File: src/rtl/cg_mon_pkg.sv
// ============================================================================
// cg_mon_pkg : state encoding, flag bit indices and record width for the
//              coil-gun shot monitor.                       Rev 1.0
// ============================================================================
`default_nettype none

package cg_mon_pkg;

  localparam logic [2:0] c_ST_IDLE   = 3'd0;
  localparam logic [2:0] c_ST_ON     = 3'd1;
  localparam logic [2:0] c_ST_GAP    = 3'd2;
  localparam logic [2:0] c_ST_EXT    = 3'd3;
  localparam logic [2:0] c_ST_COMMIT = 3'd4;

  localparam int c_FLG_SAT   = 0;
  localparam int c_FLG_NOEXT = 1;

  // Record layout is {flags[1:0], ext_time[CW-1:0], soe_time[CW-1:0]}.
  function automatic int rec_width(input int cw);
    return 2 * cw + 2;
  endfunction

endpackage

`default_nettype wire

File: src/rtl/cg_mon_fifo.sv
// ============================================================================
// cg_mon_fifo : first-word fall-through FIFO with push, pop, full, empty and
//               level outputs; head reads zero while empty.     Rev 1.0
// ============================================================================
`default_nettype none

module cg_mon_fifo #(
  parameter int DEPTH = 4,
  parameter int WIDTH = 8
) (
  input  logic                     clk,
  input  logic                     rst,
  input  logic                     i_push,
  input  logic                     i_pop,
  input  logic [WIDTH-1:0]         i_din,
  output logic [WIDTH-1:0]         o_dout,
  output logic                     o_full,
  output logic                     o_empty,
  output logic [$clog2(DEPTH):0]   o_level
);

  localparam int c_AW = $clog2(DEPTH);

  logic [WIDTH-1:0] r_mem [DEPTH];
  logic [c_AW:0]    r_wr_ptr;
  logic [c_AW:0]    r_rd_ptr;
  logic             w_do_push;
  logic             w_do_pop;

  assign o_level = r_wr_ptr - r_rd_ptr;
  assign o_empty = (o_level == '0);
  assign o_full  = (o_level == (c_AW + 1)'(DEPTH));

  // A pop frees the slot in the same edge, so a full FIFO still accepts a push.
  assign w_do_pop  = i_pop & ~o_empty;
  assign w_do_push = i_push & (~o_full | w_do_pop);

  always_ff @(posedge clk) begin
    if (rst) begin
      r_wr_ptr <= '0;
      r_rd_ptr <= '0;
    end else begin
      if (w_do_push) r_wr_ptr <= r_wr_ptr + 1'b1;
      if (w_do_pop)  r_rd_ptr <= r_rd_ptr + 1'b1;
    end
  end

  always_ff @(posedge clk) begin
    if (w_do_push) r_mem[r_wr_ptr[c_AW-1:0]] <= i_din;
  end

  assign o_dout = o_empty ? '0 : r_mem[r_rd_ptr[c_AW-1:0]];

endmodule

`default_nettype wire

File: src/rtl/cg_shot_monitor.sv
// ============================================================================
// cg_shot_monitor : measures solenoid on-time and extraction time of each
//                   coil-gun shot and queues one record per shot.
//                   Optional macro CG_MON_SYNC_EN adds two-flop input
//                   synchronizers on I_SOE / I_EXT.            Rev 1.0
// ============================================================================
`default_nettype none

module cg_shot_monitor
  import cg_mon_pkg::*;
#(
  parameter int DEPTH   = 4,
  parameter int CW      = 24,
  parameter int GAP_MAX = 1000
) (
  input  logic                      clk,
  input  logic                      I_RST,
  input  logic                      I_SOE,
  input  logic                      I_EXT,
  input  logic                      I_ARM,
  input  logic                      I_POP,
  output logic                      O_VLD,
  output logic [CW-1:0]             O_SOE_T,
  output logic [CW-1:0]             O_EXT_T,
  output logic [1:0]                O_FLG,
  output logic [$clog2(DEPTH):0]    O_LVL,
  output logic                      O_OVF
);

  localparam int                c_RW       = rec_width(CW);
  localparam int                c_GW       = $clog2(GAP_MAX + 1);
  localparam logic [c_GW-1:0]   c_GAP_LAST = c_GW'(GAP_MAX);

  logic            w_soe;
  logic            w_ext;
  logic            r_soe_d;
  logic            w_soe_rise;
  logic [2:0]      r_state;
  logic [CW-1:0]   r_soe_cnt;
  logic [CW-1:0]   r_ext_cnt;
  logic [c_GW-1:0] r_gap_cnt;
  logic [1:0]      r_flg;
  logic            w_push;
  logic            w_full;
  logic            w_empty;
  logic            r_ovf;
  logic [c_RW-1:0] w_rec_in;
  logic [c_RW-1:0] w_rec_out;

`ifdef CG_MON_SYNC_EN
  logic [1:0] r_soe_sync;
  logic [1:0] r_ext_sync;

  always_ff @(posedge clk) begin
    if (I_RST) begin
      r_soe_sync <= '0;
      r_ext_sync <= '0;
    end else begin
      r_soe_sync <= {r_soe_sync[0], I_SOE};
      r_ext_sync <= {r_ext_sync[0], I_EXT};
    end
  end

  assign w_soe = r_soe_sync[1];
  assign w_ext = r_ext_sync[1];
`else
  assign w_soe = I_SOE;
  assign w_ext = I_EXT;
`endif

  always_ff @(posedge clk) begin
    if (I_RST) r_soe_d <= 1'b0;
    else       r_soe_d <= w_soe;
  end

  assign w_soe_rise = w_soe & ~r_soe_d;

  // Counters clamp at all-ones; an increment attempted there marks saturation.
  always_ff @(posedge clk) begin
    if (I_RST) begin
      r_state   <= c_ST_IDLE;
      r_soe_cnt <= '0;
      r_ext_cnt <= '0;
      r_gap_cnt <= '0;
      r_flg     <= '0;
    end else begin
      case (r_state)
        c_ST_IDLE: begin
          if (w_soe_rise && I_ARM) begin
            r_state   <= c_ST_ON;
            r_soe_cnt <= CW'(1);
            r_ext_cnt <= '0;
            r_gap_cnt <= '0;
            r_flg     <= '0;
          end
        end
        c_ST_ON: begin
          if (w_soe) begin
            if (r_soe_cnt == '1) r_flg[c_FLG_SAT] <= 1'b1;
            else                 r_soe_cnt <= r_soe_cnt + 1'b1;
          end else if (w_ext) begin
            r_state   <= c_ST_EXT;
            r_ext_cnt <= CW'(1);
          end else begin
            r_state   <= c_ST_GAP;
            r_gap_cnt <= c_GW'(1);
          end
        end
        c_ST_GAP: begin
          if (w_ext) begin
            r_state   <= c_ST_EXT;
            r_ext_cnt <= CW'(1);
          end else if (r_gap_cnt == c_GAP_LAST) begin
            r_state            <= c_ST_COMMIT;
            r_flg[c_FLG_NOEXT] <= 1'b1;
          end else begin
            r_gap_cnt <= r_gap_cnt + 1'b1;
          end
        end
        c_ST_EXT: begin
          if (w_ext) begin
            if (r_ext_cnt == '1) r_flg[c_FLG_SAT] <= 1'b1;
            else                 r_ext_cnt <= r_ext_cnt + 1'b1;
          end else begin
            r_state <= c_ST_COMMIT;
          end
        end
        c_ST_COMMIT: r_state <= c_ST_IDLE;
        default:     r_state <= c_ST_IDLE;
      endcase
    end
  end

  assign w_push   = (r_state == c_ST_COMMIT);
  assign w_rec_in = {r_flg, r_ext_cnt, r_soe_cnt};

  cg_mon_fifo #(
    .DEPTH (DEPTH),
    .WIDTH (c_RW)
  ) u_fifo (
    .clk     (clk),
    .rst     (I_RST),
    .i_push  (w_push),
    .i_pop   (I_POP),
    .i_din   (w_rec_in),
    .o_dout  (w_rec_out),
    .o_full  (w_full),
    .o_empty (w_empty),
    .o_level (O_LVL)
  );

  always_ff @(posedge clk) begin
    if (I_RST)                                   r_ovf <= 1'b0;
    else if (w_push && w_full && !(I_POP && !w_empty)) r_ovf <= 1'b1;
  end

  assign O_VLD   = ~w_empty;
  assign O_OVF   = r_ovf;
  assign O_SOE_T = w_rec_out[CW-1:0];
  assign O_EXT_T = w_rec_out[2*CW-1:CW];
  assign O_FLG   = w_rec_out[2*CW+1:2*CW];

endmodule

`default_nettype wire

File: config.mk
export PLATFORM = sky130hd
export DESIGN_NAME = cg_shot_monitor
export DESIGN_NICKNAME = d
export VERILOG_FILES = /design/src/rtl/cg_mon_pkg.sv /design/src/rtl/cg_mon_fifo.sv /design/src/rtl/cg_shot_monitor.sv
export SDC_FILE = /design/constraint.sdc
export NUM_CORES = 1
export LEC_CHECK = 0
export ABC_AREA = 1
export ABC_CLOCK_PERIOD_IN_PS = 6400
export CELL_PAD_IN_SITES_DETAIL_PLACEMENT = 1
export CELL_PAD_IN_SITES_GLOBAL_PLACEMENT = 1
export CORE_ASPECT_RATIO = 0.5
export CORE_MARGIN = 5
export CORE_UTILIZATION = 50
export DETAILED_ROUTE_END_ITERATION = 10
export PLACE_DENSITY_LB_ADDON = 0.1
export REMOVE_ABC_BUFFERS = 1
export SLEW_MARGIN = 20
export SYNTH_ARGS = -nofsm -noshare
export SYNTH_HDL_FRONTEND = slang
export SYNTH_SLANG_ARGS = --single-unit
File: constraint.sdc
create_clock -name clk -period 6.4 [get_ports clk]
set_input_delay 1.28 -clock clk [delete_from_list [all_inputs] [get_ports clk]]
set_output_delay 1.28 -clock clk [all_outputs]
set_load 0.005 [all_outputs]
==> results of run 1 <==
-- cells in the final DEF (no fill, tap or decap), types with 2 or more instances in the layout --
| cell | n |
|---|---|
| sky130_fd_sc_hd__nand2_1 | 273 |
| sky130_fd_sc_hd__nor2_1 | 266 |
| sky130_fd_sc_hd__edfxtp_1 | 200 |
| sky130_fd_sc_hd__inv_1 | 152 |
| sky130_fd_sc_hd__o21ai_0 | 83 |
| sky130_fd_sc_hd__dfxtp_1 | 71 |
| sky130_fd_sc_hd__clkdlybuf4s50_1 | 60 |
| sky130_fd_sc_hd__nand3_1 | 54 |
| sky130_fd_sc_hd__o32ai_1 | 50 |
| sky130_fd_sc_hd__a21oi_1 | 41 |
| sky130_fd_sc_hd__clkbuf_16 | 27 |
| sky130_fd_sc_hd__nor3_1 | 18 |
| sky130_fd_sc_hd__nand4_1 | 16 |
| sky130_fd_sc_hd__xor2_1 | 10 |
| sky130_fd_sc_hd__ha_1 | 10 |
| sky130_fd_sc_hd__buf_4 | 10 |
| sky130_fd_sc_hd__clkbuf_1 | 8 |
| sky130_fd_sc_hd__nor2_4 | 6 |
| sky130_fd_sc_hd__nand2_2 | 5 |
| sky130_fd_sc_hd__inv_2 | 5 |
| sky130_fd_sc_hd__clkinv_1 | 5 |
| sky130_fd_sc_hd__xnor2_1 | 4 |
| sky130_fd_sc_hd__nor3b_1 | 4 |
| sky130_fd_sc_hd__o21bai_1 | 4 |
| sky130_fd_sc_hd__clkinv_2 | 4 |
| sky130_fd_sc_hd__nor2_2 | 3 |
| sky130_fd_sc_hd__o21a_1 | 2 |
| sky130_fd_sc_hd__nand3b_1 | 2 |
| sky130_fd_sc_hd__a21oi_2 | 2 |
| sky130_fd_sc_hd__nand3_2 | 2 |
| sky130_fd_sc_hd__dfxtp_2 | 2 |
| sky130_fd_sc_hd__bufinv_16 | 2 |
-- area by class of cell --
type | count | area [µm²]
Clock inverter | 12 | 115
Timing Repair Buffer | 70 | 676
Sequential cell | 273 | 7470
Tap cell | 336 | 420
Clock buffer | 36 | 719
Inverter | 157 | 589
Fill cell | 2777 | 10100
Multi-Input combinational cell | 859 | 4070
-- sequential cells by signal, indices dropped and copies added (netlist names), named ones only --
register / flops
r_ext_cnt: 24
r_soe_d: 1
r_soe_cnt: 24
O_OVF: 1
u_fifo.r_wr_ptr: 3
u_fifo.r_rd_ptr: 3
r_state: 3
r_flg: 2
u_fifo.r_mem: 200
r_gap_cnt: 10
-- worst max-delay path: stages, from the launching register on --
cell	delay (ns)
sky130_fd_sc_hd__dfxtp_1	0.38
sky130_fd_sc_hd__inv_1	0.11
sky130_fd_sc_hd__ha_1	0.20
sky130_fd_sc_hd__fa_1	0.42
sky130_fd_sc_hd__xor2_1	0.20
sky130_fd_sc_hd__nand2_2	0.08
sky130_fd_sc_hd__buf_4	0.54
sky130_fd_sc_hd__nand2_1	0.15
sky130_fd_sc_hd__inv_1	0.09
sky130_fd_sc_hd__clkdlybuf4s50_1	0.50
-- metrics by stage --
step / setup slack [ns] / power, W
detailed placement: 2.41 / 0.00425
CTS: 1.84 / 0.00580
floorplan: 1.88 / 0.00314
global route: 1.64 / 0.00610
finish: 1.88 / 0.00574
global placement: 2.50 / 0.00417
-- worst paths after layout --
path                                   start  depth (start not counted)  slack (ns)                       endpoint
max          u_fifo.r_wr_ptr[0]$_SDFFE_PP0P_                          9        1.88                    O_EXT_T[18]
min                       O_OVF$_SDFFE_PP0P_                          2        0.47             O_OVF$_SDFFE_PP0P_
max reg2reg  u_fifo.r_wr_ptr[0]$_SDFFE_PP0P_                          8        2.99  u_fifo.r_mem[1][34]$_DFFE_PP_
min reg2reg               O_OVF$_SDFFE_PP0P_                          2        0.47             O_OVF$_SDFFE_PP0P_
-- synth_stat cells, drive strengths merged --
cell type,number
xnor2,4
nor3b,4
fa,1
nand3,56
clkbuf,40
o32ai,50
dfxtp,73
ha,10
nand4,16
a211oi,1
nand3b,2
inv,157
a21oi,43
nor2,275
o21ai,84
nand2,278
buf,13
o21bai,4
edfxtp,200
nor3,18
xor2,10
and2,1
o21a,2
-- power breakdown --
part | internal [W] | leakage [nW] | switching (W)
sequential | 0.00194 | 2.59 | 0.0000810
combinational | 0.000903 | 2.48 | 0.00128
clock | 0.000869 | 0.408 | 0.000661
total | 0.00371 | 5.49 | 0.00202
-- per-layer routing --
metal  part of all wire (%)  vias to the layer above  global-route usage, %  routed length (µm)
met5                      0                        -                      0                   0
met4                    1.6                        0                   4.20                 512
met3                    5.2                       47                   3.46                1690
met2                     49                      202                   42.8               16100
met1                     44                     4737                   30.7               14300
li1                       -                     4565                      -                   -
-- kinds of logic (layout without fill, tap and decap cells) --
family                   Yosys count  in the layout  synth area share, %
AO/OA/AOI/OAI                    184            184                 9.19
buffers and inverters            210            275                 6.66
AND/OR/NAND/NOR                  650            650                 21.4
flip-flops                       273            273                 60.6
XOR/XNOR                          14             14                0.994
adder cells (fa/ha/maj)           11             11                 1.18
==> flow_results.org, run 1 <==
** Route
- The first routing iteration left 571 violations.
- For this run, the detailed router's first-pass iteration total came to 5.
- After detailed routing, the number of remaining DRC violations is 0.
- After detailed routing, the average wire length per cell comes to 18.7 µm.
- Via density per instance :: 5.48
- Vias post-DR :: 9551
- Antenna-violating nets left :: 0
- Routed WL :: between 30 and 40 mm

** STA
- Setup repair after global routing missed its margin :: false
- The smallest clock period supported by the final layout is computed as approximately 4.5 ns.
- Fmax achieved :: ~220 MHz
- Setup violation total in the final timing report :: 0
- For the pin with the worst max-slew slack, the measured transition is between 1 and 1.5 ns.
- Part of the cycle the worst path needs :: between 70% and 80%
- Worst Hold Slack :: 0.467 ns
- Slew HR :: a little over a quarter
- Across the routed clock network, the largest skew measured is approximately 0.018 ns.
- The total count of max-transition violations in the final report came to 0.
- Number of hold-slack violations in the final timing report :: 0
- Final TNS setup :: 0 ns

** Die
- Horizontal die dimension :: about 230 µm
- Area enclosed by the die boundary :: around 28000 µm²
- Core area :: about 24000 µm²
- Row count :: 40
- I/O pin count :: ~60
- For this configuration, the core starts out at a cell density of 51.1%.
- Vertical die dimension :: around 120 µm

** Global route
- Number of antenna violations at the first check in global routing :: 0
- Across every metal layer, demand over resource in global routing totals between 20% and 30%.
- Total overflow reported by the global router :: 0
- The via count of the first global-routing pass is a little over 10000.
- First-pass GRT wire length :: approximately 54 mm
- Entering global routing, the biggest net connects approximately 100 pins.

** Yosys
- Number of synthesized register bits :: around 270
- Synth Area per Inst :: a little over 9 µm²
- Synthesized cell area :: about 12000 µm²
- Cell count after synthesis :: between 1000 and 1500
- Library cell with the largest summed area after synthesis :: sky130_fd_sc_hd__edfxtp_1
- Number of library cell types mapped by synthesis :: 33
- By area the synthesized netlist is led by sky130_fd_sc_hd__edfxtp_1, sky130_fd_sc_hd__dfxtp_1, sky130_fd_sc_hd__nand2_1.
- Part of the Yosys area used for sequential elements :: between 60% and 70%
- During synthesis, Yosys emitted a total of 0 warnings.
- Top cell type's share of synthesized area :: between 40% and 50%

** Clocking
- In this run the number of H-tree levels came out at 1.
- Clock latency on the worst-skew pair, taken at its later pin, is around 0.54 ns.
- Cts hold-fix bufs :: 0
- TritonCTS created 26 clock buffers.
- Max Root-Sink Buffers :: 3
- After clock tree synthesis, the clock-pin slew on the worst setup and hold paths is about 0.070 ns.
- CTS saw about 270 sinks.
- CTS-repair resized insts :: 0
- Root buffer selected by CTS :: sky130_fd_sc_hd__clkbuf_16
- After clock tree synthesis, the setup repair step added 0 buffers.
- TritonCTS built the clock tree.

** Critical path
- CP Max Fanout :: between 50 and 60
- For the worst setup path, the data required time is about 5 ns.
- The critical path is of the flop to primary output type.
- The worst setup path is captured at a primary output.
- Worst Path Arrival :: 3.24 ns
- Setup crit start kind :: flop

** Power and ir drop
- IR analysis of the VDD net gives a maximum drop of between 0.4 and 0.5 mV.
- Static leakage :: 5.49 nW
- Ratio of total power to cell area :: about 400 nW/µm²

** Status
- Result of the run :: complete, no violations

** Min path
- Hold Path Class :: flop to flop

** Placed design
- Final weighted congestion of routability-driven global placement :: approximately 0.9
- Number of buffers added on ports :: 60
- Placed Cells :: about 1700
- Once detailed placement completed, the half-perimeter wirelength came to about 21 mm.
- In this run the cell area measured after placement is ~13000 µm².

** Final layout
- Number of standard cells in the layout, taps in and fillers out :: approximately 1700
- Once layout is complete, the utilization of the core stands at roughly three fifths.
- Area growth, synth to finish :: 14.1%
- N_diodes :: 0
- The net count of the finished layout is around 1400.
- Post-Layout Inst Area :: approximately 14000 µm²
- Fraction of final layout cells with drive strength greater than 1 :: around 5.0%

** Run
- Max Cap Violations :: 0
No activity file was read; power rests on OpenSTA's default activity.
==> run 2, diff against run 1 <==
--- a/config.mk
+++ b/config.mk
@@ -6,12 +6,12 @@
 export NUM_CORES = 1
 export LEC_CHECK = 0
 export ABC_AREA = 1
-export ABC_CLOCK_PERIOD_IN_PS = 6400
+export ABC_CLOCK_PERIOD_IN_PS = 4100
 export CELL_PAD_IN_SITES_DETAIL_PLACEMENT = 1
 export CELL_PAD_IN_SITES_GLOBAL_PLACEMENT = 1
 export CORE_ASPECT_RATIO = 0.5
 export CORE_MARGIN = 5
-export CORE_UTILIZATION = 50
+export CORE_UTILIZATION = 42
 export DETAILED_ROUTE_END_ITERATION = 10
 export PLACE_DENSITY_LB_ADDON = 0.1
 export REMOVE_ABC_BUFFERS = 1
==> constraint.sdc (replaced) <==
create_clock -name clk -period 4.1 [get_ports clk]
set_input_delay 0.82 -clock clk [delete_from_list [all_inputs] [get_ports clk]]
set_output_delay 0.82 -clock clk [all_outputs]
set_load 0.005 [all_outputs]
==> run 2 against run 1 <==
  * Final cell count is 3.8% higher
  * Via count is 1.3% lower
  * Utilization is 8.6 points lower
  * Clock skew is 0.0069 ns lower
  * Register-to-register slack worse by 1.6 ns
  * Critical path depth is 1 higher
  * Largest cell class unchanged
==> flow_results.org, run 2 (synthesized netlist as in run 1, its figures left out) <==
** Status
- Result of the run :: complete, no violations (unchanged)

** Critical path
- The worst-path cell with the longest stage delay was sky130_fd_sc_hd__clkdlybuf4s50_1 (was sky130_fd_sc_hd__buf_4).
- The critical path buffer and inverter count came to 5 (was 4).
- R2R setup slack :: 1.38 ns (was 2.99 ns)
- Capturing element type of the critical path :: primary output (unchanged)
- The depth of the most critical reg-to-reg path came to 10 (was 8).
- Worst R2R End :: r_ext_cnt[0]$_SDFFE_PP0P_ (was u_fifo.r_mem[1][34]$_DFFE_PP_)
- The family with the most delay on the worst path is buffers and inverters (unchanged).
- CP Max Fanout :: 52 (unchanged)
- Critical path class :: flop to primary output (unchanged)
- Ordered cell list for the critical path: inv_1, ha_1, fa_1, nand2_1, inv_1, nand2_2, buf_12, nand2_1, inv_1, clkdlybuf4s50_1 (was inv_1, ha_1, fa_1, xor2_1, nand2_2, buf_4, nand2_1, inv_1, clkdlybuf4s50_1).
- Setup crit start kind :: flop (unchanged)
- Most used cell along the critical path :: sky130_fd_sc_hd__inv_1 (unchanged)
- Largest incremental delay on the critical path :: 0.50 ns (was 0.54 ns)
- Req. time, crit path :: 3.28 ns (was 5.12 ns)
- The arrival time at the worst endpoint was 2.93 ns (was 3.24 ns).
- The beginning of the worst register-to-register path was r_ext_cnt[0]$_SDFFE_PP0P_ (was u_fifo.r_wr_ptr[0]$_SDFFE_PP0P_).

** Route
- The post-detailed-routing wire length is 31.2 mm (was 32.6 mm).
- Antenna-violating nets left :: 0 (unchanged)
- Via density per instance :: 5.21 (was 5.48)
- The mean routed wirelength per cell came to 17.3 µm (was 18.7 µm).
- The via count is 9430 (was 9551).
- Number of iterations in the first detailed-routing pass :: 5 (unchanged)
- Number of remaining DRC errors :: 0 (unchanged)
- Number of DRC markers in iteration 0 :: 429 (was 571)

** STA
- Fmax achieved :: between 200 and 300 MHz
- The setup-violating endpoint count in the final report was 0 (unchanged).
- The total count of max-transition violations in the final report came to 0 (unchanged).
- Part of the cycle the worst path needs :: between 90% and 100%
- Actual slew at the worst max-slew pin :: 0.879 ns (was 1.10 ns)
- The sum of negative setup slack was 0 ns (unchanged).
- Largest clock skew in the final design :: 0.0109 ns (was 0.0179 ns)
- Smallest setup slack after layout :: 0.351 ns (was 1.88 ns)
- Number of hold-slack violations in the final timing report :: 0 (unchanged)
- Slew HR :: 41.3% (was 26.8%)
- After layout, the minimum clock period comes to about 3.7 ns.
- Setup repair after global routing missed its margin :: false (unchanged)

** Final layout
- The flip-flop count of the largest register, all copies and words added was 200 (unchanged).
- Commonest non-fill, non-tap cells in the layout: sky130_fd_sc_hd__nand2_1, sky130_fd_sc_hd__nor2_1, sky130_fd_sc_hd__edfxtp_1 (unchanged).
- The commonest non-fill, non-tap cell in the layout was sky130_fd_sc_hd__nand2_1 (unchanged).
- The area added between synthesis and finish was 16.6% (was 14.1%).
- N_diodes :: 0 (unchanged)
- Count of nets after finishing :: 1414 (was 1404)
- The fraction of layout instances using a drive strength above 1 was 6.06% (was 4.98%).
- The number of inserted filler cells in the final layout was 3298 (was 2777).

** Global route
- The first-pass GRT wire length came to 51.5 mm (was 53.7 mm).
- Number of antenna violations at the first check in global routing :: 0 (unchanged)
- The pin count of the biggest net entering global routing is 57 (was 101).
- Total overflow reported by the global router :: 0 (unchanged)
- The via count of the first global-routing pass came to 9890 (was 10347).
- Total global routing track utilization :: 18.7% (was 23.6%)

** Power and ir drop
- The total power divided by cell area was 651 nW/µm² (was 408 nW/µm²).
- IR Drop Worst-Case VDD :: 0.718 mV (was 0.422 mV)
- Static leakage :: 5.58 nW (was 5.49 nW)

** Placed design
- HPWL after detailed placement :: 19.9 mm (was 21.1 mm)
- The post-placement setup slack came to 0.888 ns (was 2.41 ns).
- Number of buffers added on ports :: 60 (unchanged)
- Final weighted congestion of routability-driven global placement :: 0.831 (was 0.897)

** Min path
- The number of instances on the worst hold path came to 2 (unchanged).
- Hold Path Class :: flop to flop (unchanged)
- End point of the worst hold path :: O_OVF$_SDFFE_PP0P_ (unchanged)
- Hold_sp :: O_OVF$_SDFFE_PP0P_ (unchanged)

** Clocking
- The number of buffers added by the clock tree synthesis step is 27 (was 26).
- Number of buffers inserted to repair setup after CTS :: 0 (unchanged)
- The TritonCTS clock tree is done (unchanged).
- Number of H-tree branching levels :: 1 (unchanged)
- Cts hold-fix bufs :: 0 (unchanged)
- Register clock-pin slew on the reported worst setup and hold paths :: 0.06 ns (was 0.07 ns)
- The insertion delay to the later sink of the worst-skew pair was 0.54 ns (about the same).
- The CTS sink count came to 273 (unchanged).
- Max Root-Sink Buffers :: 3 (unchanged)
- The number of gates given a new drive strength after cts came to 0 (unchanged).
- Root buffer selected by CTS :: sky130_fd_sc_hd__clkbuf_16 (unchanged)

** Die
- The height of the die came to 131 µm (was 121 µm).
- The die width is 252 µm (was 232 µm).
- The initial cell density of the core is 42.6% (was 51.1%).
- The area of the die came to 33100 µm² (was 28100 µm²).
- The total I/O pin count was 61 (unchanged).
- The site row count came to 44 (was 40).
- Core area :: 29000 µm² (was 24100 µm²)

** Run
- The max-capacitance violation count is 0 (unchanged).
run 2: changes by cell type in the layout (fill, tap and decap cells not counted):
cell | previous run | this run
sky130_fd_sc_hd__buf_12 | 0 | 7
sky130_fd_sc_hd__clkbuf_8 | 1 | 5
sky130_fd_sc_hd__clkinv_1 | 5 | 1
sky130_fd_sc_hd__buf_4 | 10 | 12
sky130_fd_sc_hd__inv_6 | 0 | 2
sky130_fd_sc_hd__bufinv_16 | 2 | 3
sky130_fd_sc_hd__clkbuf_1 | 8 | 7
sky130_fd_sc_hd__clkbuf_16 | 27 | 28
sky130_fd_sc_hd__clkinv_8 | 1 | 0
run 2: final cells by class:
| cell class | count | area [µm²] | share of cell area [%] |
|---|---|---|---|
| Timing Repair Buffer | 79 | 831 | 5.78 |
| Clock buffer | 40 | 796 | 5.53 |
| Inverter | 157 | 589 | 4.10 |
| Tap cell | 391 | 489 | 3.40 |
| Multi-Input combinational cell | 859 | 4070 | 28.3 |
| Sequential cell | 273 | 7470 | 51.9 |
| Clock inverter | 10 | 131 | 0.914 |
run 2: how the worst max path moves through the flow:
stage                                          from     endpoint  cells after the start
floorplan                                      flop   O_EXT_T[0]                      5
global placement    u_fifo.r_wr_ptr[0]$_SDFFE_PP0P_  O_SOE_T[18]                      9
detailed placement  u_fifo.r_wr_ptr[0]$_SDFFE_PP0P_   O_SOE_T[8]                     10
CTS                 u_fifo.r_wr_ptr[0]$_SDFFE_PP0P_  O_SOE_T[13]                     10
global route        u_fifo.r_wr_ptr[0]$_SDFFE_PP0P_   O_SOE_T[8]                     10
finish              u_fifo.r_wr_ptr[0]$_SDFFE_PP0P_   O_EXT_T[4]                     10
run 2: tightest hold or removal path: stages (launching register included):
cell	delay, ns
sky130_fd_sc_hd__dfxtp_1	0.31
sky130_fd_sc_hd__inv_1	0.05
sky130_fd_sc_hd__a21oi_1	0.05
run 2: stage by stage:
| step | instance area, µm² | util (%) | std cells | hold WS [ns] | total power, W |
|---|---|---|---|---|---|
| after CTS | 14400 | 49.7 | 1809 | 0.463 | 0.00951 |
| final | 14400 | 49.7 | 1809 | 0.459 | 0.00936 |
| after global placement | 13500 | 46.5 | 1759 | 0.440 | 0.00677 |
| after global routing | 14400 | 49.7 | 1809 | 0.489 | 0.00998 |
| after floorplan | 12100 | - | 1289 | 0.441 | 0.00491 |
| after detailed placement | 13500 | 46.5 | 1759 | 0.448 | 0.00689 |
run 2: where the power goes:
part           leakage (nW)  internal (W)  switching (W)
clock network         0.458       0.00153        0.00105
logic                  2.57       0.00158        0.00203
registers              2.56       0.00304       0.000129
total                  5.58       0.00615        0.00320
run 2: layer usage:
metal  vias to the layer above  track usage, %  wire length, µm
met5                         -               0                0
met4                         0            3.13              457
met3                        33            3.06              949
met2                       107            31.9            14800
met1                      4701            25.8            15000
li1                       4589               -                -
==> run 3, diff against run 2 <==
--- a/config.mk
+++ b/config.mk
@@ -11,7 +11,7 @@
 export CELL_PAD_IN_SITES_GLOBAL_PLACEMENT = 1
 export CORE_ASPECT_RATIO = 0.5
 export CORE_MARGIN = 5
-export CORE_UTILIZATION = 42
+export CORE_UTILIZATION = 35
 export DETAILED_ROUTE_END_ITERATION = 10
 export PLACE_DENSITY_LB_ADDON = 0.1
 export REMOVE_ABC_BUFFERS = 1
==> run 3 against run 2 <==
  * Highest routed layer unchanged
  * Cell area rose by 0.55%
  * Clock-buffer cell count fell by 2
  * Sequential share of layout area is 0.28 points lower
  * Largest cell class unchanged
  * Final cell count up 4.5%
  * Flip-flop and latch count stayed put
  * Via count is 0.73% lower
  * Worst hold slack lost 0.0072 ns
==> flow_results.org, run 3 (synthesized netlist as in run 1, its figures left out) <==
** Global route
- Total global routing track utilization :: 16.3% (was 18.7%)
- The via count of the first global-routing pass came to 9820 (was 9890).
- Number of antenna violations at the first check in global routing :: 0 (unchanged)
- Pin count of the biggest net entering global routing :: 55 (was 57)
- The first-pass GRT wire length came to 51.7 mm (was 51.5 mm).
- The total grt overflow was 0 (unchanged).

** Final layout
- Commonest non-fill, non-tap cells in the layout :: sky130_fd_sc_hd__nand2_1, sky130_fd_sc_hd__nor2_1, sky130_fd_sc_hd__edfxtp_1 (unchanged)
- Fraction of final layout cells with drive strength greater than 1 :: 6.07% (was 6.06%)
- Number of fill cells in the layout :: 3995 (was 3298)
- The final design instance area without fill is 14500 µm² (was 14400 µm²).
- Area growth, synth to finish :: 17.3% (was 16.6%)
- Count of nets after finishing :: 1413 (was 1414)
- The multi-input logic area came to 4070 µm² (unchanged).
- N_diodes :: 0 (unchanged)
- Max reg flops :: 200 (unchanged)
- Most frequent standard cell in the layout excluding fill and tap cells :: sky130_fd_sc_hd__nand2_1 (unchanged)
- Sequential cell area :: 7470 µm² (unchanged)

** Route
- The number of detailed-routing iterations run before antenna repair was 5 (unchanged).
- Number of remaining DRC errors :: 0 (unchanged)
- Antenna-violating nets left :: 0 (unchanged)
- Routed WL :: 32.1 mm (was 31.2 mm)
- Vias post-DR :: 9361 (was 9430)
- Number of DRC markers in iteration 0 :: 442 (was 429)
- The average vias per placed instance came to 4.95 (was 5.21).
- Wire length per cell :: 17.0 µm (was 17.3 µm)

** Min path
- The path type of the worst min-delay path was flop to flop (unchanged).

** Placed design
- The weighted congestion reported at the end of routability-driven placement came to 0.808 (was 0.831).
- Number of buffers added on ports :: 60 (unchanged)
- Standard cell area after detailed placement :: 13600 µm² (was 13500 µm²)
- The post-detailed-placement half-perimeter wirelength is 20.7 mm (was 19.9 mm).

** Status
- Result of the run :: complete, no violations (unchanged)

** STA
- Setup repair after global routing missed its margin :: false (unchanged)
- The worst-case hold slack is 0.452 ns (was 0.459 ns).
- The highest achievable clock rate was 267 MHz (about the same).
- The worst slew slack as a fraction of its limit came to 33.6% (was 41.3%).
- Setup violation total in the final timing report :: 0 (unchanged)
- Final TNS setup :: 0 ns (unchanged)
- Largest clock skew in the final design :: 0.0139 ns (was 0.0109 ns)
- Number of hold-slack violations in the final timing report :: 0 (unchanged)
- Actual slew at the worst max-slew pin :: 0.997 ns (was 0.879 ns)
- The minimum period implied by the final worst setup slack is 3.74 ns (was 3.75 ns).
- Max Slew Vio Count :: 0 (unchanged)
- Part of the cycle the worst path needs :: 91.2% (was 91.4%)

** Die
- The die width was 275 µm (was 252 µm).
- The total I/O pin count is 61 (unchanged).
- Vertical die dimension :: 143 µm (was 131 µm)
- Starting Density :: 35.6% (was 42.6%)
- Core area :: 34600 µm² (was 29000 µm²)
- Row count :: 48 (was 44)
- The area of the die came to 39300 µm² (was 33100 µm²).

** Critical path
- Critical path class :: flop to primary output (unchanged)
- Setup crit start kind :: flop (unchanged)
- The depth of the most critical reg-to-reg path came to 10 (unchanged).
- Worst r2r src :: r_ext_cnt[0]$_SDFFE_PP0P_ (unchanged)
- The type of destination of the critical path is a primary output (unchanged).
- The arrival time at the worst endpoint was 2.92 ns (was 2.93 ns).
- The first element of the critical path is u_fifo.r_wr_ptr[0]$_SDFFE_PP0P_ (unchanged).
- CP Max Fanout :: 52 (unchanged)
- The worst setup path endpoint is O_EXT_T[1] (was O_EXT_T[4]).
- Worst R2R End :: r_ext_cnt[0]$_SDFFE_PP0P_ (unchanged)
- R2R setup slack :: 1.32 ns (was 1.38 ns)
- Req. time, crit path :: 3.28 ns (about the same)

** Run
- The max-capacitance violation count was 0 (unchanged).

** Power and ir drop
- The peak ir drop on the vdd network was 0.843 mV (was 0.718 mV).
- Final Power :: 0.00926 W (was 0.00936 W)
- Ratio of total power to cell area :: 640 nW/µm² (was 651 nW/µm²)
- Static leakage :: 5.57 nW (was 5.58 nW)

** Clocking
- Cts hold-fix bufs :: 0 (unchanged)
- The clock input transition at the sequential cells of the worst setup and hold paths is 0.06 ns (about the same).
- Max Root-Sink Buffers :: 3 (unchanged)
- The CTS sink count came to 273 (unchanged).
- Number of H-tree branching levels :: 1 (unchanged)
- CTS tree :: done (unchanged)
- Number of buffers inserted to repair setup after CTS :: 0 (unchanged)
- Number of CTS-inserted buffers :: 26 (was 27)
- The number of gates given a new drive strength after cts was 0 (unchanged).
- Root buffer selected by CTS :: sky130_fd_sc_hd__clkbuf_16 (unchanged)
- The insertion delay to the later sink of the worst-skew pair is 0.56 ns (was 0.54 ns).
==> run 3: worst min path at each step <==
stage / startpoint / end / slack (ns) / depth (start not counted)
2_1_floorplan: O_OVF$_SDFFE_PP0P_ / O_OVF$_SDFFE_PP0P_ / 0.44 / 2
3_3_place_gp: O_OVF$_SDFFE_PP0P_ / O_OVF$_SDFFE_PP0P_ / 0.44 / 2
3_5_place_dp: O_OVF$_SDFFE_PP0P_ / O_OVF$_SDFFE_PP0P_ / 0.45 / 2
4_1_cts: O_OVF$_SDFFE_PP0P_ / O_OVF$_SDFFE_PP0P_ / 0.46 / 2
5_1_grt: O_OVF$_SDFFE_PP0P_ / O_OVF$_SDFFE_PP0P_ / 0.48 / 2
6_report: O_OVF$_SDFFE_PP0P_ / O_OVF$_SDFFE_PP0P_ / 0.45 / 2
==> run 3: area by class of cell <==
cell class                 instances  share of cell area (%)
clock buffer                      38                    5.37
clock inverter                    10                   0.779
inverter                         157                    4.08
multi-input combinational        859                    28.2
sequential                       273                    51.7
tap                              475                    4.11
timing repair buffer              79                    5.83
==> run 3: where the power goes <==
part	switching (W)	internal (W)	total, W
clock network	0.00105	0.00144	0.00249
registers	0.000155	0.00304	0.00319
logic	0.00199	0.00159	0.00357
total	0.00319	0.00606	0.00926
==> run 3: layer usage <==
metal / vias up / global-route usage [%] / routed length, µm
met5: - / 0 / 0
li1: 4584 / - / -
met3: 39 / 2.80 / 1040
met2: 93 / 27.8 / 15000
met1: 4645 / 22.3 / 15700
met4: 0 / 3.17 / 452
==> run 3: worst max-delay path: stages, from the launching register on <==
cell and delay, ns:
sky130_fd_sc_hd__dfxtp_1 0.38, sky130_fd_sc_hd__inv_1 0.11, sky130_fd_sc_hd__ha_1 0.20, sky130_fd_sc_hd__fa_1 0.47, sky130_fd_sc_hd__nand2_1 0.11, sky130_fd_sc_hd__inv_1 0.05
sky130_fd_sc_hd__nand2_2 0.08, sky130_fd_sc_hd__buf_12 0.26, sky130_fd_sc_hd__nand2_1 0.11, sky130_fd_sc_hd__inv_1 0.06, sky130_fd_sc_hd__clkdlybuf4s50_1 0.49
==> run 3: per-stage QoR <==
step | setup WS (ns) | util (%) | cells
4_1_cts | 0.283 | 41.8 | 1891
3_3_place_gp | 0.972 | 39.2 | 1843
2_1_floorplan | 0.0430 | - | 1289
5_1_grt | 0.138 | 41.8 | 1891
6_report | 0.360 | 41.8 | 1891
3_5_place_dp | 0.882 | 39.2 | 1843
==> edit 1: new RTL, settings of run 2 <==
`CW`: 24 -> 48.
--- a/src/rtl/cg_shot_monitor.sv
+++ b/src/rtl/cg_shot_monitor.sv
@@ -10,7 +10,7 @@
   import cg_mon_pkg::*;
 #(
   parameter int DEPTH   = 4,
-  parameter int CW      = 24,
+  parameter int CW      = 48,
   parameter int GAP_MAX = 1000
 ) (
   input  logic                      clk,
Ports: changed (resized O_EXT_T and O_SOE_T); port bits go from 61 to 109. The function was not compared with the original's and may differ.
==> edit 1 against run 2 <==
- cell count rose by 89%
- synthesized area rose by 91%
- design area rose by 89%
- power rose by 83%
- largest power group unchanged
- worst setup slack got worse by 190 ps
- sequential cell count rose by 240
- synthesized cell count rose by 90%
- wire length rose by 97%
==> edit 1: results (changes against run 2) <==
GRT
The number of antenna violations at the first check in global routing is 0 (unchanged). The wire length of the first global-routing pass is 98,900 um (+92%). The via count of the first global-routing pass was 18.3k (+85%). The overall track demand over capacity in global routing came to 0.201 (+0.0138). The pin count of the biggest net entering global routing is 101 (+77%).

Clock network
The root buffer selected by CTS is clkbuf_16. The number of clock buffers inserted by TritonCTS is 47 (+74%). The number of buffers between clock root and the deepest sink was 3 (unchanged).

The clock edge transition at the registers on the reported setup and hold paths is 60 ps (about the same). The maximum level of the CTS H-tree is 2 (+1). The total setup buffers inserted after CTS is 0 (unchanged). The insertion delay to the later sink of the worst-skew pair was 570 ps (+30 ps).

Layout
The number of flip-flops in the largest register is 392 (+96%). The number of antenna repair diodes is 0 (unchanged). The ratio of cells with drive above 1 in the final layout is 0.0573 (-0.00332). The final net count is 2,648 (+87%).

Timing
The headroom to the max-slew limit is 0.505 (+0.0912). The post-route clock skew is 14.5 ps (+3.63 ps).

Placed design
The placed instance area is 0.0255 sq mm (+90%). The detailed placement HPWL is 40,000 um (+100%). The port buffer count is 108 (+80%).

The routability-driven placement congestion ratio came to 0.842 (+1.3%).

Synth
The synthesized-area fraction occupied by ao, oa, aoi and oai cells is 0.0906 (-0.00133). The most used flip-flop cell after synthesis is edfxtp_1. The count of flip-flops with a built-in enable after synthesis is 392 (+96%). The sequential fraction of the synthesis area is 0.604 (-0.00205). The warning count from the yosys run is 0 (unchanged).

By count the netlist is led by nor2_1, nand2_1, edfxtp_1, inv_1, o21ai_0. Sorting the synthesized cells by area gives the leading types as edfxtp_1, dfxtp_1, nor2_1, nand2_1, inv_1. The async set-reset flop share out of synthesis is 0 (unchanged).

The multiplexer share of the synthesized area is 0 (unchanged). The area share of xor/xnor cells in the synthesized design is 0.0130 (+0.00309). The adder-cell share of the synthesized area is 0.00617 (-0.00560). The number of distinct library cells after synthesis is 40 (+21%).

Min path
The end point of the worst hold path is r_gap_cnt[9]. The path class of the tightest hold or removal check is reg -> reg. The startpoint identified for the worst hold timing path is r_gap_cnt[9].

The number of instances on the worst hold path is 2 (unchanged).

Worst setup path
The worst register-to-register path ends at u_fifo.r_mem[1][2]. The path depth of the worst reg2reg path is 9 (-1). The reg2reg setup slack is 1070 ps (-310 ps). The worst register-to-register path begins at u_fifo.r_wr_ptr[0]. The data arrival time of the critical path came to 3120 ps (+190 ps). The top fanout value on the critical path came to 50 (-3.8%).

Detailed routing
The number of iterations in the first detailed-routing pass came to 5 (unchanged). The initial DRC count is 868 (+100%). The detail-routed via count per cell is 5.22 (about the same).

The routed wire length is 61,600 um (+97%).

Power
The maximum ir drop on the vdd rail is 388 uV (-46%). The reported leakage power came to 9.94 nW (+78%).

Status
The flow ran to the end, and the final reports show no timing, DRC or antenna violations.
edit 1: repair_timing:
action,in CTS,in global routing
endpoints found under the hold margin,0,0
endpoints found under the setup margin,0,68
resized for setup,0,1
edit 1: per-stage QoR:
step,worst slack [ps],instances,hold WS (ps)
floorplan,-2860,2441,458
global placement,840,3337,491
detailed placement,694,3337,503
CTS,48.9,3424,516
global route,18.8,3425,531
finish,158,3425,515
edit 1: critical path, cell delays in order (launching register included):
cell and delay, ps:
dfxtp_1 370, inv_1 120, ha_1 210, fa_1 420, xor2_1 280, nand3_4 180
buf_16 210, nand2_1 140, inv_1 50, clkdlybuf4s50_1 450
edit 1: cells by family after synthesis:
group	Yosys count
compound gates	345
xor+xnor	35
fa+ha+maj	11
buf+inv	368
flops	513
simple gates	1284
edit 1: worst max-delay path by stage:
stage,startpoint,to,depth (start not counted)
after floorplan,register,O_EXT_T[0],5
after global placement,u_fifo.r_wr_ptr[0],O_EXT_T[15],9
after detailed placement,u_fifo.r_wr_ptr[0],O_EXT_T[15],9
after CTS,u_fifo.r_wr_ptr[0],O_SOE_T[2],9
after global routing,u_fifo.r_wr_ptr[0],O_SOE_T[43],9
final,u_fifo.r_wr_ptr[0],O_SOE_T[2],9
edit 1: layer usage:
metal,GRT usage,part of all wire,up-vias
li1,-,-,8703
met1,0.271,0.47,8906
met2,0.353,0.49,196
met3,0.0275,0.030,63
met4,0.0352,0.012,0
met5,0,0,-
edit 1: layout make-up:
class	instances	area, sq um
clock buffers	68	1400
clock inverters	19	191
fillers	6323	28300
inverters	253	955
multi-input cells	1675	7900
flip-flops and latches	513	14200
well taps	756	946
repair buffers	141	1550
edit 1: where the power goes:
part / internal [mW] / switching (mW) / total (mW)
Combinational: 2.77 / 3.72 / 6.49
Clock: 2.58 / 1.97 / 4.54
Sequential: 5.75 / 0.313 / 6.07
==> edit 2: new RTL, settings of run 2 <==
Without the edit above. Put a register stage on the output `O_SOE_T`. The value now appears one clock later. The other outputs are not delayed to match.
--- a/src/rtl/cg_shot_monitor.sv
+++ b/src/rtl/cg_shot_monitor.sv
@@ -156,7 +156,9 @@
 
   assign O_VLD   = ~w_empty;
   assign O_OVF   = r_ovf;
-  assign O_SOE_T = w_rec_out[CW-1:0];
+  always_ff @(posedge clk) begin
+    O_SOE_T <= w_rec_out[CW-1:0];
+  end
   assign O_EXT_T = w_rec_out[2*CW-1:CW];
   assign O_FLG   = w_rec_out[2*CW+1:2*CW];
 
Behaviour: same outputs for any inputs over 4 cycles, from zero or initial values and one cycle with I_RST high; that may be too few to reach the edited logic, so the function may still have changed.
==> edit 2 against run 2 <==
- power rose by 5.5%
- critical path type unchanged
- sequential cell count is 24 higher
- design area increased by 5.2%
- clock power up 7%
- worst hold slack worse by 8.0 ps
- combinational power shrank 5%
- synthesized area grew 5.7%
- maximum frequency up 0.62%
- highest routed layer unchanged
- critical endpoint is now O_EXT_T[9]
- wire length grew 3.3%
- worst setup slack improved by 23 ps
==> edit 2: results (changes against run 2) <==
Status
The run finished with clean final reports.

Synth
The sequential fraction of the synthesis area was 0.610 (+0.00436). The async set-reset flop share out of synthesis came to 0 (unchanged). The synthesized-area fraction occupied by ao, oa, aoi and oai cells was 0.0923 (+0.000346). The commonest cells after synthesis are nor2_1, nand2_1, edfxtp_1, inv_1, dfxtp_1. The number of distinct library cells after synthesis is 43 (+30%). The area share of xor/xnor cells in the synthesized design is 0.00672 (-0.00322).

The warning count from the yosys run is 0 (unchanged). The multiplexer share of the synthesized area is 0 (unchanged). The adder-cell share of the synthesized area is 0.0111 (-0.000632). After synthesis, the cell types taking the most area are edfxtp_1, dfxtp_1, nor2_1, nand2_1, inv_1.

Worst setup path
The worst-path cell with the longest stage delay is clkdlybuf4s50_1. The top fanout value on the critical path is 31 (-40%). The largest stage delay on the critical path was 440 ps (-60 ps). The data arrival time of the critical path came to 2910 ps (-20 ps).

Layout
The final net count was 1,433 (+1.3%). The ratio of cells with drive above 1 in the final layout is 0.0862 (+0.0256).

Power
The power in the clock group came to 2.75 mW (+7%). The switching power of the nets is 3.47 mW (+8.3%). The reported leakage power came to 5.79 nW (+3.8%).

The power of the sequential group is 3.69 mW (+16%). The maximum ir drop on the vdd rail is 257 uV (-64%).

Detailed routing
The amount of wire on met3 after detailed routing was 766 um (-19%). The detailed route wirelength on metal2 was 15,700 um (+5.7%). The wire length the detailed router placed on met1 is 15,400 um (+2.9%).

The initial DRC count is 473 (+10%). The top metal layer carrying routed signals is met4. The number of iterations in the first detailed-routing pass is 4 (-1).

The detail-routed via count per cell is 5.13 (-1.5%). The routed wire length is 32,300 um (+3.3%).

Clock network
The total setup buffers inserted after CTS was 0 (unchanged). For the worst-skew pair, the clock arrives at the later sink with an insertion delay of between 500 and 600 ps. The number of clock buffers inserted by TritonCTS is 28 (+3.7%). The clock edge transition at the registers on the reported setup and hold paths is roughly 70 ps.

GRT
The number of antenna violations at the first check in global routing was 0 (unchanged). The pin count of the biggest net entering global routing came to 79 (+39%). The global-route met1 utilization is 0.247 (-0.0114). The wire length of the first global-routing pass is 53,000 um (+2.9%). The overall track demand over capacity in global routing was 0.186 (-0.00115). The met3 layer usage reported by global route was 0.0295 (-0.00109). The met2 track utilization from global routing is 0.331 (+0.0117). The via count of the first global-routing pass is 10.1k (+1.6%). The total congestion overflow after global routing is 0 (unchanged).

Timing
The headroom to the max-slew limit is 0.530 (+0.117). The post-route clock skew was 13.7 ps (+2.82 ps).

Min path
The type of the tightest min-delay check is reg -> reg.

Placed design
The port buffer count is 60 (unchanged). The detailed placement HPWL is 20,500 um (+3.2%). The routability-driven placement congestion ratio is 0.820 (-1.3%). The post-placement setup slack is 695 ps (-193 ps).
## edit 2: cell types whose count changed in the layout (fill, tap and decap cells not counted), moves of 4 or more
cell	delta
dfxtp_1	+24
nand2_1	-16
nor2_1	-11
a21oi_1	-7
a21oi_2	+7
nor3_1	-7
o21ai_0	-6
clkbuf_1	-5
nand2_4	+5
o21ai_1	+5
a22oi_1	+4
nor2_4	+4
## edit 2: final cells by class
class | count | area, sq um
Timing Repair Buffer | 76 | 783
Sequential cell | 297 | 7950
Clock buffer | 36 | 813
Fill cell | 3419 | 15300
Inverter | 165 | 627
Multi-Input combinational cell | 848 | 4260
Tap cell | 423 | 529
Clock inverter | 16 | 168
## edit 2: kinds of logic after synthesis
| logic type | count (synthesis) |
|---|---|
| AOI/OAI and AO/OA | 189 |
| xor gates and xnor gates | 10 |
| adders and majority gates | 11 |
| buffers and inverters | 216 |
| DFF | 297 |
| and+or+nand+nor | 638 |
## edit 2: final timing paths
| path | depth (start not counted) | end | from | slack [ps] |
|---|---|---|---|---|
| worst max-delay path | 8 | O_EXT_T[9] | u_fifo.r_wr_ptr[0] | 370 |
| worst min register to register | 2 | O_OVF | O_OVF | 450 |
| worst min-delay path | 2 | O_OVF | O_OVF | 450 |
| worst max register to register | 9 | u_fifo.r_mem[1][16] | u_fifo.r_wr_ptr[0] | 1280 |
## edit 2: per-stage QoR
stage / hold WS, ps / instances / total power [mW] / util / instance area, sq um
CTS: 454 / 1861 / 10.0 / 0.497 / 15100
global placement: 441 / 1809 / 7.08 / 0.464 / 14100
floorplan: 441 / 1310 / 5.64 / - / 12800
detailed placement: 444 / 1809 / 7.22 / 0.464 / 14100
global route: 482 / 1861 / 10.5 / 0.497 / 15100
finish: 451 / 1861 / 9.87 / 0.497 / 15100
